## src/rtl/sshr_iter_if.sv

```systemverilog
// Request/result bundle for the iterative arithmetic right shifter.
// The master drives an operand and shift amount; the slave returns a result with a done strobe.
interface sshr_iter_if #(
    parameter int DATAWIDTH = 8,
    parameter int SHWIDTH   = 3
);
    logic                 Start;
    logic [DATAWIDTH-1:0] A;
    logic [SHWIDTH-1:0]   ShAmt;
    logic [DATAWIDTH-1:0] D;
    logic                 Busy;
    logic                 Done;

    modport master (
        output Start, A, ShAmt,
        input  D, Busy, Done
    );

    modport slave (
        input  Start, A, ShAmt,
        output D, Busy, Done
    );
endinterface

```

## src/rtl/sshr_iter.sv

```systemverilog
// Signed arithmetic shift-right, one bit position per clock. The result is
// registered and presented with a one-cycle Done strobe.
module sshr_iter #(
    parameter int DATAWIDTH = 8,
    parameter int SHWIDTH   = 3
) (
    input  logic       Clk,
    input  logic       Rst,
    sshr_iter_if.slave bus
);
    localparam int          CW    = (DATAWIDTH > 2) ? $clog2(DATAWIDTH) : 1;
    localparam logic [31:0] MAXSH = 32'(DATAWIDTH - 1);

    typedef enum logic [1:0] {IDLE, SHIFT, DONE} state_t;

    state_t               stateQ, stateD;
    logic [DATAWIDTH-1:0] workQ, workD;
    logic [DATAWIDTH-1:0] dQ, dD;
    logic [CW-1:0]        countQ, countD;
    logic [31:0]          shAmtWide;

    assign shAmtWide = 32'(bus.ShAmt);

    always_ff @(posedge Clk) begin
        if (!Rst) begin
            stateQ <= IDLE;
            workQ  <= '0;
            countQ <= '0;
            dQ     <= '0;
        end else begin
            stateQ <= stateD;
            workQ  <= workD;
            countQ <= countD;
            dQ     <= dD;
        end
    end

    // D loads on the edge that enters DONE, so the result is valid while Done is high.
    always_comb begin
        stateD = stateQ;
        workD  = workQ;
        countD = countQ;
        dD     = dQ;
        case (stateQ)
            IDLE: begin
                if (bus.Start) begin
                    workD  = bus.A;
                    countD = (shAmtWide >= MAXSH) ? MAXSH[CW-1:0] : shAmtWide[CW-1:0];
                    if (countD == '0) begin
                        stateD = DONE;
                        dD     = bus.A;
                    end else begin
                        stateD = SHIFT;
                    end
                end
            end
            SHIFT: begin
                workD  = {workQ[DATAWIDTH-1], workQ[DATAWIDTH-1:1]};
                countD = countQ - CW'(1);
                if (countQ == CW'(1)) begin
                    stateD = DONE;
                    dD     = workD;
                end
            end
            DONE: begin
                stateD = IDLE;
            end
            default: begin
                stateD = IDLE;
            end
        endcase
    end

    assign bus.D    = dQ;
    assign bus.Busy = (stateQ != IDLE);
    assign bus.Done = (stateQ == DONE);
endmodule

```

## src/flat_wrapper.sv

```systemverilog
// flat-port wrapper written by rule: the top's interface ports become plain ports
module sshr_iter_flat 
#(
    parameter int DATAWIDTH = 8,
    parameter int SHWIDTH   = 3
)
  (Clk, Rst, bus_Start, bus_A, bus_ShAmt, bus_D, bus_Busy, bus_Done);
  sshr_iter_if #(.DATAWIDTH(DATAWIDTH), .SHWIDTH(SHWIDTH)) bus_i ();
  input  logic Clk;
  input  logic Rst;
  input wire logic [$bits(bus_i.Start)-1:0] bus_Start;
  input wire logic [$bits(bus_i.A)-1:0] bus_A;
  input wire logic [$bits(bus_i.ShAmt)-1:0] bus_ShAmt;
  output wire logic [$bits(bus_i.D)-1:0] bus_D;
  output wire logic [$bits(bus_i.Busy)-1:0] bus_Busy;
  output wire logic [$bits(bus_i.Done)-1:0] bus_Done;
  assign bus_i.Start = bus_Start;
  assign bus_i.A = bus_A;
  assign bus_i.ShAmt = bus_ShAmt;
  assign bus_D = bus_i.D;
  assign bus_Busy = bus_i.Busy;
  assign bus_Done = bus_i.Done;
  sshr_iter #(.DATAWIDTH(DATAWIDTH), .SHWIDTH(SHWIDTH)) u_core (.Clk(Clk), .Rst(Rst), .bus(bus_i));
endmodule
```

## config.mk

```make
export PLATFORM = sky130hd
export DESIGN_NAME = sshr_iter_flat
export DESIGN_NICKNAME = d
export VERILOG_FILES = /design/src/rtl/sshr_iter_if.sv /design/src/rtl/sshr_iter.sv /design/src/flat_wrapper.sv
export SDC_FILE = /design/constraint.sdc
export NUM_CORES = 1
export LEC_CHECK = 0
export ABC_AREA = 1
export BUFFER_PORTS_ARGS = -buffer_cell sky130_fd_sc_hd__buf_2
export CORE_AREA = 10 10 60 62
export DETAILED_ROUTE_END_ITERATION = 8
export DIE_AREA = 0 0 70 72
export PLACE_DENSITY_LB_ADDON = 0.08
export SLEW_MARGIN = 5
export SYNTH_ARGS = -nofsm -noshare
export SYNTH_HDL_FRONTEND = slang
export SYNTH_SLANG_ARGS = --single-unit
```

## constraint.sdc

```tcl
create_clock -name Clk -period 1.33 [get_ports Clk]
set_input_delay 0.1995 -clock Clk [delete_from_list [all_inputs] [get_ports Clk]]
set_output_delay 0.1995 -clock Clk [all_outputs]
set_load 0.1 [all_outputs]
```

; ---- Yosys cells after proc, flatten, opt, wreduce, memory -nomap -nowiden
; Index checks and enable logic that the tools add are counted.
[word_totals]
n_memories = 0
latch_bits = 0
mem_bits_rw = 0
romBits = 0
in_bits = 14
reg_bits = 21
output_inout_bits = 10
elab_cells = 35
[op_classes]
n_bitwise = 1
n_mux = 13
eq_ne = 6
multipliers = 0
shifts = 0
order_cmp = 1
n_div = 0
reduce_logical = 8
n_addsub = 1
[op_table]
columns = op, count
row1 = 8-bit 2-to-1 mux, 4
row2 = 8-bit one-hot mux with 2 select lines, 2
row3 = 2-bit 2-to-1 mux, 3
row4 = 3-bit 2-to-1 mux, 2
row5 = 3-bit one-hot mux with 2 select lines, 1
row6 = 2-bit by 1-bit inequality test with 1-bit output (second input constant), 2
row7 = 2-bit one-hot mux with 2 select lines, 1
row8 = 2-bit AND reduction, 2
row9 = 4-bit AND reduction, 1
row10 = 2-bit nonzero test, 2
row11 = 3-bit by 1-bit == test with 1-bit output (second input constant), 1
row12 = 3-bit greater-or-equal comparator (second input constant), 1
row13 = 3-bit zero test, 1
row14 = 3-bit AND reduction, 1
row15 = 3-bit by 1-bit subtractor with 3-bit output (second input constant), 1
row16 = 2-bit by 1-bit == test with 1-bit output (second input constant), 1
row17 = 2-bit == test (second input constant), 1
row18 = 2-bit zero test, 1
row19 = 2-bit inequality test (second input constant), 1
row20 = 1-bit inverter, 1

; ---- Logic depth before layout (Yosys ltp)
; Gate-level depths: netlist of the first run.
[depth]
ltp_word = 6
depth_mapped = 9
ltp_nobuf = 9

; ---- Least setup slack after synthesis of the first run
; No wires, ideal clock.
[synth_path]
path_kind = register -> output
start = register u_core.stateQ[1]
end = output bus_Done
t_arrival_ns = 1.762
path_slack_ns = -0.632
path_buffers = 0
path_stages_with_launch = 3
required_time_ns = 1.131
cell_sequence = dfxtp_1 -> inv_2 -> nor2_1
[synth_between]
elab_chain_cells = 1
[synth_rtl]
columns = item, line
row1 = from (decl), sshr_iter.sv:16  ; state_t stateQ, stateD;
row2 = from (signal assigned), sshr_iter.sv:31  ; stateQ <= stateD;
row3 = 2-bit == test, sshr_iter.sv:76  ; assign bus.Done = (stateQ == DONE);
row4 = to (decl), flat_wrapper.sv:16  ; output wire logic [$bits(bus_i.Done)-1:0] bus_Done;
; Every way passes these cells.

; ---- Worst setup path in the final report of the first run
[layout_path]
start = register u_core.stateQ[0]
end = output bus_Busy
[layout_between]
elab_chain_cells = 1
[layout_rtl]
columns = item, line
row1 = 2-bit nonzero test, sshr_iter.sv:75  ; assign bus.Busy = (stateQ != IDLE);
row2 = to (decl), flat_wrapper.sv:15  ; output wire logic [$bits(bus_i.Busy)-1:0] bus_Busy;
; Every way passes these cells.

==> impl_metrics.yaml, run 1 <==
run_status:
  outcome: "finished with violations"
  violations: "setup timing"
die:
  core_sq_mm: 0.00243
  dieArea_sq_mm: 0.00504
  rows: 18
  start_util_pct: 46.0
  die_height_microns: 72
  pin_count: 24
  die_w_microns: 70
synthesis:
  synth_seq_cells: 20
  muxShareOfSynthArea_pct: 0
  synth_xor_area_share_pct: 0
  synthSimpleGateAreaFrac_pct: 32.2
  synth_top_family_by_area: "simple AND/OR/NAND/NOR gates"
  syn_avg_cell_area_sq_um: 6.86
  synth_area_sq_mm: 0.00112
  netlist_instances: 163
  yosysSeqAreaShare_pct: 35.8
  yosysWarningCount: 0
  synthAdderAreaFrac_pct: 2.24
  synth_nets: 179
  synth_cell_types: 23
  synth-compound-area-share_pct: 13.6
timing:
  clock.fmax_mhz: 721
  finalHoldViolations: 0
  setup_violations: 2
  fin_crit_sh_pct: 104
  hold-worst-slack_ns: 0.116
  fin_skew_ns: 0.0106
  tightest_slew_ns: 0.491
  drv_slew: 0
  max_slew_margin_pct: 67.5
  fin_ws_ns: -0.0561
  min_period_ns: 1.39
  grt_setup_unrepaired: "true"
power:
  cellLeakagePower_nw: 0.738
  pwr_density_cell_mw_per_mm2: 1440
  power_mw: 2.15
  ir_drop_mv: 0.819
detailed_routing:
  firstDrtPassIters: 4
  final_antenna_net_count: 0
  drc: 0
  vias: 1017
  viasPerCell: 4.54
  wl_per_cell_microns: 10.9
  drtIter0Drc: 36
  finalWirelength_mm: 2.45
setup_path:
  crit_path_end_kind: "primary output"
  r2r-start: "u_core.countQ[1]"
  arrival_ns: 1.19
  timing.rr.end: "u_core.bus.D[6]"
  rrSetupSlack_ns: 0.03
  cp.required_ns: 1.13
  worstSetupStartpointType: "flop"
  path_class: "reg -> out"
  rr_worst_depth: 9
  path_max_fanout: 7
grt:
  grt_pass1_wl_mm: 4.31
  antenna_found_initial: 0
  grt.total_usage_pct: 9.91
  grt_pass1_vias: 951
  overflow: 0
  grt_max_degree: 19
cells_and_area:
  layout.nets: 211
  diodes: 0
  final_layout_size_suffix_gt1_share_pct: 39.7
  post-route-cell-area_sq_mm: 0.00149
  syn2layout_area_growth_pct: 33.1
hold_path:
  min_to: "u_core.workQ[7]"
  min_path_cells: 3
  hp-class: "in -> reg"
  worstHoldStart: "bus_A[7]"
cts:
  path_clk_slew_ns: 0.14
  clk_path_buf_depth: 2
  numCtsBuffers: 3
  cts_hold_buf: 0
  cts_root_buf: "clkbuf_4"
  cts_tree: "yes"
  clkSinkCount: 20
  cts.htree.levels: 1
  worst_skew_pair.late_latency_ns: 0.32
place:
  portBuffers: 23
  hpwl_mm: 1.86
  pre_cts_slack_ns: 0.107
  gp_routability_congestion: 0.839
  placedInstanceArea_sq_mm: 0.00129
run:
  drv_cap: 0
Yosys cell counts, drive strengths merged:
master	n	area share, %
o211ai	1	1.1
or2	1	0.56
nor2	20	8.5
clkbuf	1	0.45
a21oi	8	3.9
nor3	1	0.45
buf	3	3.0
dfxtp	20	36
nand2	41	15
nand3	14	7.4
inv	37	13
ha	2	2.2
o21ai	14	8.6
worst max path at each step:
stage                           from               end  slack [ns]  cells past startpoint
CTS                 u_core.stateQ[1]          bus_Busy       -0.14                      4
finish              u_core.stateQ[0]          bus_Busy       -0.06                      3
global placement    u_core.countQ[0]  u_core.countQ[2]        0.14                      7
floorplan           u_core.stateQ[0]  u_core.countQ[2]       -0.17                      7
detailed placement  u_core.countQ[0]   u_core.bus.D[5]        0.11                      8
global route        u_core.stateQ[0]          bus_Busy       -0.09                      3
metal layers:
layer | GRT usage [%] | up-vias | share of wire [%]
met4 | 3.29 | 0 | 1.3
met1 | 12.3 | 440 | 46
met5 | 0 | - | 0
met2 | 15.6 | 17 | 45
li1 | - | 556 | -
met3 | 3.40 | 4 | 7.2
repair_timing:
action                     in CTS  in global routing
setup buffers                   3                  4
pin swaps                       1                 11
gates resized for setup         3                 25
setup endpoints to repair       1                 14
state kept, by name, indices dropped and copies added, names as in the netlist:
name,count
u_core.workQ,7
u_core.stateQ,2
u_core.countQ,3
u_core.bus.D,8
worst max-delay path, stage by stage, from the launching register on:
cell and delay, ns:
dfxtp_4 0.43, nor2_4 0.15, clkinvlp_4 0.12, buf_12 0.17
layout make-up:
cell class,instances,area [sq um]
Clock buffer,4,47.5
Timing Repair Buffer,31,214
Multi-Input combinational cell,102,629
Fill cell,228,943
Inverter,37,150
Sequential cell,20,410
Tap cell,30,37.5
through the flow:
stage          util, %  TNS (ns)  std cells
2_1_floorplan        -    -0.301        163
3_3_place_gp      53.1         0        213
3_5_place_dp      53.1         0        213
4_1_cts           56.3    -0.153        220
5_1_grt           61.2    -0.435        224
6_report          61.2   -0.0639        224
cells in the final DEF, fill, tap and decap left out, types with 2 or more instances in the layout:
cell and instances:
nand2_1 36, nor2_1 11, o21ai_0 9, a21oi_1 7
dfxtp_2 2, nand3_1 6, inv_2 3, nor2_2 4
nand2_2 3, nand3_2 7, buf_4 7, nor2_4 5
dfxtp_4 2, clkbuf_4 5, dfxtp_1 16, buf_2 19
inv_1 31, o21ai_2 4, buf_12 2
power breakdown:
part	total, mW	internal [mW]	switching (mW)
clock network	0.450	0.230	0.221
registers	0.750	0.686	0.0643
logic	0.946	0.283	0.663
total	2.15	1.20	0.948
cell families (layout without fill, tap and decap cells):
group,Yosys count,in the layout
flip-flops,20,20
AO/OA/AOI/OAI,23,23
AND/OR/NAND/NOR,77,77
adder cells (fa/ha/maj),2,2
buffers and inverters,41,72
(Power assumes the default switching activity.)
==> run 2: changes to the inputs <==
- CORE_AREA: 10 10 60 62 -> 10 10 61 63
- DIE_AREA: 0 0 70 72 -> 0 0 71 73
==> impl_metrics.yaml, run 2 (synthesis results as in run 1) <==
timing:
  clock.fmax_mhz: 718
  min_period_ns: 1.39
  fin_crit_sh_pct: 105
  tightest_slew_ns: 0.486
  fin_ws_ns: -0.0623
  grt_setup_unrepaired: "true"
  setup_violations: 1
  fin_skew_ns: 0.00633
  setup_tns_ns: -0.0623
  max_slew_margin_pct: 67.8
  drv_slew: 0
  finalHoldViolations: 0
die:
  dieArea_sq_mm: 0.00518
  die_w_microns: 71
  start_util_pct: 42.8
  pin_count: 24
  core_sq_mm: 0.00262
  rows: 19
  die_height_microns: 73
detailed_routing:
  finalWirelength_mm: 2.43
  firstDrtPassIters: 4
  drtIter0Drc: 40
  wl_per_cell_microns: 11.0
  final_antenna_net_count: 0
  vias: 1001
  viasPerCell: 4.53
  drc: 0
cells_and_area:
  layout.nets: 207
  num-fill-cells: 262
  post-route-cell-area_sq_mm: 0.00139
  final_layout_size_suffix_gt1_share_pct: 31.1
  seq_area_sq_um: 407
  largest_register_ffs: 8
  final_common_cell: "nand2_1"
  diodes: 0
  multiInputGateArea_sq_um: 578
  syn2layout_area_growth_pct: 24.6
  final_cell_mix: "38 x nand2_1, 33 x inv_1, 18 x buf_2, 17 x dfxtp_1, 13 x nand3_1"
power:
  p_comb_share_pct: 44.8
  seqPwrFrac_pct: 37.4
  intPower_mw: 1.11
  switching_share_pct: 44.5
  power.net_switching_uw: 890
  ir_drop_mv: 0.826
  pwr_density_cell_mw_per_mm2: 1430
  power_mw: 2.00
  clock_power_share_pct: 17.8
  cellLeakagePower_nw: 0.708
cts:
  path_clk_slew_ns: 0.12
  clkSinkCount: 20
  numCtsBuffers: 3
  cts_tree: "yes"
  clk_path_buf_depth: 2
  worst_skew_pair.late_latency_ns: 0.30
  cts_root_buf: "clkbuf_4"
  cts.htree.levels: 1
setup_path:
  timing.rr.end: "u_core.bus.D[2]"
  crit_path_end_kind: "primary output"
  worstSetupStartpointType: "flop"
  max_stage_delay_ns: 0.34
  r2r-start: "u_core.stateQ[0]"
  slowest_stage: "dfxtp_2"
  rr_worst_depth: 8
  crit_chain: "buf_6 > nor2_4 > clkinvlp_4 > buf_12"
  arrival_ns: 1.19
  cp.required_ns: 1.13
  path_max_fanout: 3
  rrSetupSlack_ns: 0.05
  path_class: "reg -> out"
run_status:
  outcome: "finished with violations"
  violations: "setup timing"
grt:
  overflow: 0
  grt_pass1_wl_mm: 4.09
  grt_max_degree: 19
  grt_pass1_vias: 967
  antenna_found_initial: 0
  grt.total_usage_pct: 9.44
place:
  portBuffers: 23
  placedInstanceArea_sq_mm: 0.00129
  hpwl_mm: 1.91
  gp_routability_congestion: 0.761
hold_path:
  worstHoldStart: "bus_A[7]"
  min_to: "u_core.workQ[7]"
  min_path_cells: 3
  hp-class: "in -> reg"
run:
  drv_cap: 0
run 2: cell types whose count changed in the layout (fill, tap and decap cells not counted), sizes merged:
cell	change
clkbuf	+1
inv	+1
clkinv	-1
buf	-5
run 2: how the worst max path moves through the flow:
stage / to / slack (ns) / cells after the start / start
2_1_floorplan: u_core.countQ[2] / -0.17 / 7 / u_core.stateQ[0]
3_3_place_gp: u_core.countQ[2] / 0.13 / 7 / u_core.countQ[0]
3_5_place_dp: u_core.bus.D[4] / 0.09 / 8 / u_core.countQ[0]
4_1_cts: bus_Busy / -0.1 / 4 / u_core.stateQ[1]
5_1_grt: bus_Busy / -0.12 / 4 / u_core.stateQ[1]
6_report: bus_Busy / -0.06 / 4 / u_core.stateQ[1]
run 2: metal layers:
layer  global-route usage [%]  part of all wire (%)  vias up
met1                     11.1                    50      430
met5                        0                     0        -
li1                         -                     -      548
met4                     1.94                  0.58        0
met3                     3.81                   4.7        2
met2                     15.8                    45       21
run 2: worst max-delay path: cells and delay by family (launching register included):
kind / cells / cell delay [ns]
simple gates: 1 / 0.10
flops: 1 / 0.34
buf+inv: 3 / 0.44
run 2: repair_timing:
| item | 4_1_cts | 5_1_grt |
|---|---|---|
| gates resized for setup | 3 | 9 |
| pin swaps | 1 | 2 |
| hold buffers | 0 | 0 |
| buffers inserted | 2 | 1 |
| endpoints found under the setup margin | 1 | 13 |
run 2: layout make-up:
class / count / share of cell area, %
Multi-Input combinational cell: 102 / 41.5
Sequential cell: 20 / 29.2
Clock buffer: 4 / 2.60
Timing Repair Buffer: 27 / 13.4
Tap cell: 31 / 2.78
Inverter: 37 / 10.6
run 2: power groups by stage:
stage	registers, mW	clock network (mW)	logic, mW
2_1_floorplan	1.01	0	0.449
3_3_place_gp	0.755	0	0.852
3_5_place_dp	0.757	0	0.854
4_1_cts	0.745	0.374	0.871
5_1_grt	0.759	0.399	0.975
6_report	0.749	0.356	0.895
run 2: stage by stage:
| stage | setup slack, ns | util [%] | instances | hold WS, ns |
|---|---|---|---|---|
| 4_1_cts | -0.0955 | 51.7 | 220 | 0.125 |
| 6_report | -0.0623 | 53.3 | 221 | 0.135 |
| 3_5_place_dp | 0.0853 | 49.5 | 214 | 0.449 |
| 3_3_place_gp | 0.131 | 49.5 | 214 | 0.455 |
| 5_1_grt | -0.122 | 53.3 | 221 | 0.113 |
| 2_1_floorplan | -0.167 | - | 163 | 0.339 |
==> run 3: changes to the inputs <==
- ABC_AREA: 1 -> 0
- CORE_AREA: 10 10 61 63 -> 10 10 59 61
- DIE_AREA: 0 0 71 73 -> 0 0 69 71
- PLACE_DENSITY: not set -> 0.75
- PLACE_DENSITY_LB_ADDON: 0.08 -> not set
- SKIP_CTS_REPAIR_TIMING: not set -> 1
==> impl_metrics.yaml, run 3 <==
synthesis:
  yosysSeqAreaShare_pct: 39.9
  synth_cell_types: 29
  yosysWarningCount: 0
  synth_area_sq_mm: 0.00100
  synth_area_leader_cell: "dfxtp_1"
  syn_avg_cell_area_sq_um: 8.65
  yosys.area.top_type_share_pct: 39.9
  synthTopCellsByCount: "20 x dfxtp_1, 14 x a221oi_1, 13 x inv_1, 10 x a21oi_1, 7 x nor2_1"
  synth-edff-count: 0
  synth_nets: 132
  synthTopCellsByArea: "dfxtp_1 40%, a221oi_1 12%, and3b_1 5.2%, a21oi_1 5.0%, inv_1 4.9%"
  ys.flop_type: "dfxtp_1"
  synth_most_common_cell: "dfxtp_1"
  netlist_instances: 116
  synth_seq_cells: 20
  synthArstFlopShare_pct: 0
cts:
  cts.htree.levels: 1
  cts_tree: "yes"
  worst_skew_pair.late_latency_ns: 0.31
  cts_root_buf: "clkbuf_4"
  path_clk_slew_ns: 0.12
  numCtsBuffers: 3
  clk_path_buf_depth: 2
  clkSinkCount: 20
place:
  placedInstanceArea_sq_mm: 0.00130
  gp_routability_congestion: 0.875
  hpwl_mm: 2.09
  portBuffers: 23
  place_inst: 180
setup_path:
  crit_family: "flip-flops"
  rr_worst_depth: 3
  crit_path_end_kind: "primary output"
  path_max_fanout: 7
  path_class: "reg -> out"
  rrSetupSlack_ns: -0.11
  crit_start: "u_core.stateQ[0]"
  slowest_stage: "dfxtp_4"
  critPathBufInv: 2
  crit_cells: 3
  crit_end: "bus_Busy"
  arrival_ns: 1.25
  cp.required_ns: 1.13
  worstSetupStartpointType: "flop"
  timing.rr.end: "u_core.bus.D[6]"
  crit_chain: "buf_8 > or2_4 > buf_12"
  r2r-start: "u_core.stateQ[0]"
  max_stage_delay_ns: 0.38
detailed_routing:
  wl_per_cell_microns: 17.0
  drc: 0
  viasPerCell: 5.58
  firstDrtPassIters: 4
  finalWirelength_mm: 3.24
  vias: 1065
  drtIter0Drc: 36
  final_antenna_net_count: 0
timing:
  setup_tns_ns: -0.825
  setup_violations: 11
  max_slew_margin_pct: 79.5
  fin_skew_ns: 0.00504
  clock.fmax_mhz: 692
  grt_setup_unrepaired: "true"
  fin_ws_ns: -0.116
  finalHoldViolations: 0
  drv_slew: 0
  fin_crit_sh_pct: 109
  hold-worst-slack_ns: 0.122
  min_period_ns: 1.45
  tightest_slew_ns: 0.307
power:
  seqPwrFrac_pct: 35.1
  power.net_switching_uw: 726
  clock_power_share_pct: 25.4
  cellLeakagePower_nw: 0.665
  ir_drop_mv: 1.10
  switching_share_pct: 36.3
  intPower_mw: 1.27
  pwr_density_cell_mw_per_mm2: 1230
  p_comb_share_pct: 39.5
cells_and_area:
  diodes: 0
  syn2layout_area_growth_pct: 61.8
  final_layout_size_suffix_gt1_share_pct: 51.6
  post-route-cell-area_sq_mm: 0.00162
  finalNonFillerCells: 191
  layout.nets: 178
  final_cell_mix: "20 x buf_4, 16 x dfxtp_1, 14 x buf_2, 12 x inv_1, 12 x a221oi_2"
  largest_register_ffs: 8
  final_common_cell: "buf_4"
die:
  pin_count: 24
  start_util_pct: 42.0
  core_sq_mm: 0.00239
  dieArea_sq_mm: 0.00490
  die_height_microns: 71
  rows: 18
  die_w_microns: 69
grt:
  grt_pass1_wl_mm: 4.62
  antenna_found_initial: 0
  grt_max_degree: 21
  overflow: 0
  grt_pass1_vias: 1039
  grt.total_usage_pct: 11.1
hold_path:
  hp-class: "in -> reg"
run_status:
  violations: "setup timing"
  outcome: "finished with violations"
run:
  drv_cap: 0
==> run 3: cell count changes in the layout (fill, tap and decap cells not counted), sizes merged, moves of 4 or more <==
cell,previous run,this run
inv,36,13
a211oi,0,6
a221oi,0,14
nand2,41,6
clkbuf,7,11
nor2,20,7
and3b,0,6
nor2b,0,4
nand3,14,2
o21ai,14,1
buf,24,40
==> run 3: final cells by class <==
class	instances	area, sq um
clock buffers	3	22.5
clock inverters	1	30.0
fillers	201	763
inverters	13	48.8
multi-input cells	76	706
flip-flops and latches	20	410
well taps	30	37.5
repair buffers	48	369
==> run 3: logic make-up (layout without fill, tap and decap cells) <==
group                    count (synthesis)  count (layout)  synth area share, %
flip-flops                              20              20                 39.9
buffers and inverters                   21              65                 8.73
adder cells (fa/ha/maj)                  2               2                 2.49
AND/OR/NAND/NOR                         35              35                 21.3
AO/OA/AOI/OAI                           38              39                 27.6
==> run 3: worst min path at each step <==
stage / from / endpoint / slack [ns] / cells after the start
global placement: u_core.bus.D[0] / u_core.bus.D[0] / 0.45 / 2
detailed placement: u_core.bus.D[5] / u_core.bus.D[5] / 0.46 / 2
floorplan: bus_A[7] / u_core.workQ[7] / 0.34 / 2
finish: bus_A[7] / u_core.workQ[7] / 0.12 / 3
CTS: bus_A[7] / u_core.workQ[7] / 0.13 / 3
global route: bus_A[7] / u_core.workQ[7] / 0.13 / 3
==> run 3: worst min-delay path: cells and delay by family <==
kind	cells	cell delay, ns
and+or+nand+nor	1	0.05
AOI/OAI and AO/OA	1	0.05
buffers and inverters	1	0.11
==> run 3: power by group through the flow <==
stage                     logic (mW)  registers (mW)  clock network (mW)
after global placement         0.613           0.705                   0
final                          0.790           0.703               0.507
after global routing           0.842           0.711               0.550
after floorplan                0.276           0.870                   0
after CTS                      0.630           0.695               0.511
after detailed placement       0.629           0.709                   0
==> run 3: metrics by stage <==
stage | util [%] | setup slack, ns | total power [mW]
after global placement | 54.4 | -0.0875 | 1.32
after CTS | 56.6 | -0.225 | 1.84
after global routing | 68.0 | -0.166 | 2.10
after detailed placement | 54.4 | -0.150 | 1.34
after floorplan | - | -0.0992 | 1.15
final | 68.0 | -0.116 | 2.00
==> run 3: per-layer routing <==
metal / up-vias / part of all wire (%) / GRT usage (%) / routed length [microns]
li1: 522 / - / - / -
met4: 0 / 1.4 / 3.36 / 44
met5: - / 0 / 0 / 0
met2: 29 / 51 / 18.2 / 1640
met1: 510 / 42 / 12.6 / 1360
met3: 4 / 6.1 / 5.02 / 198
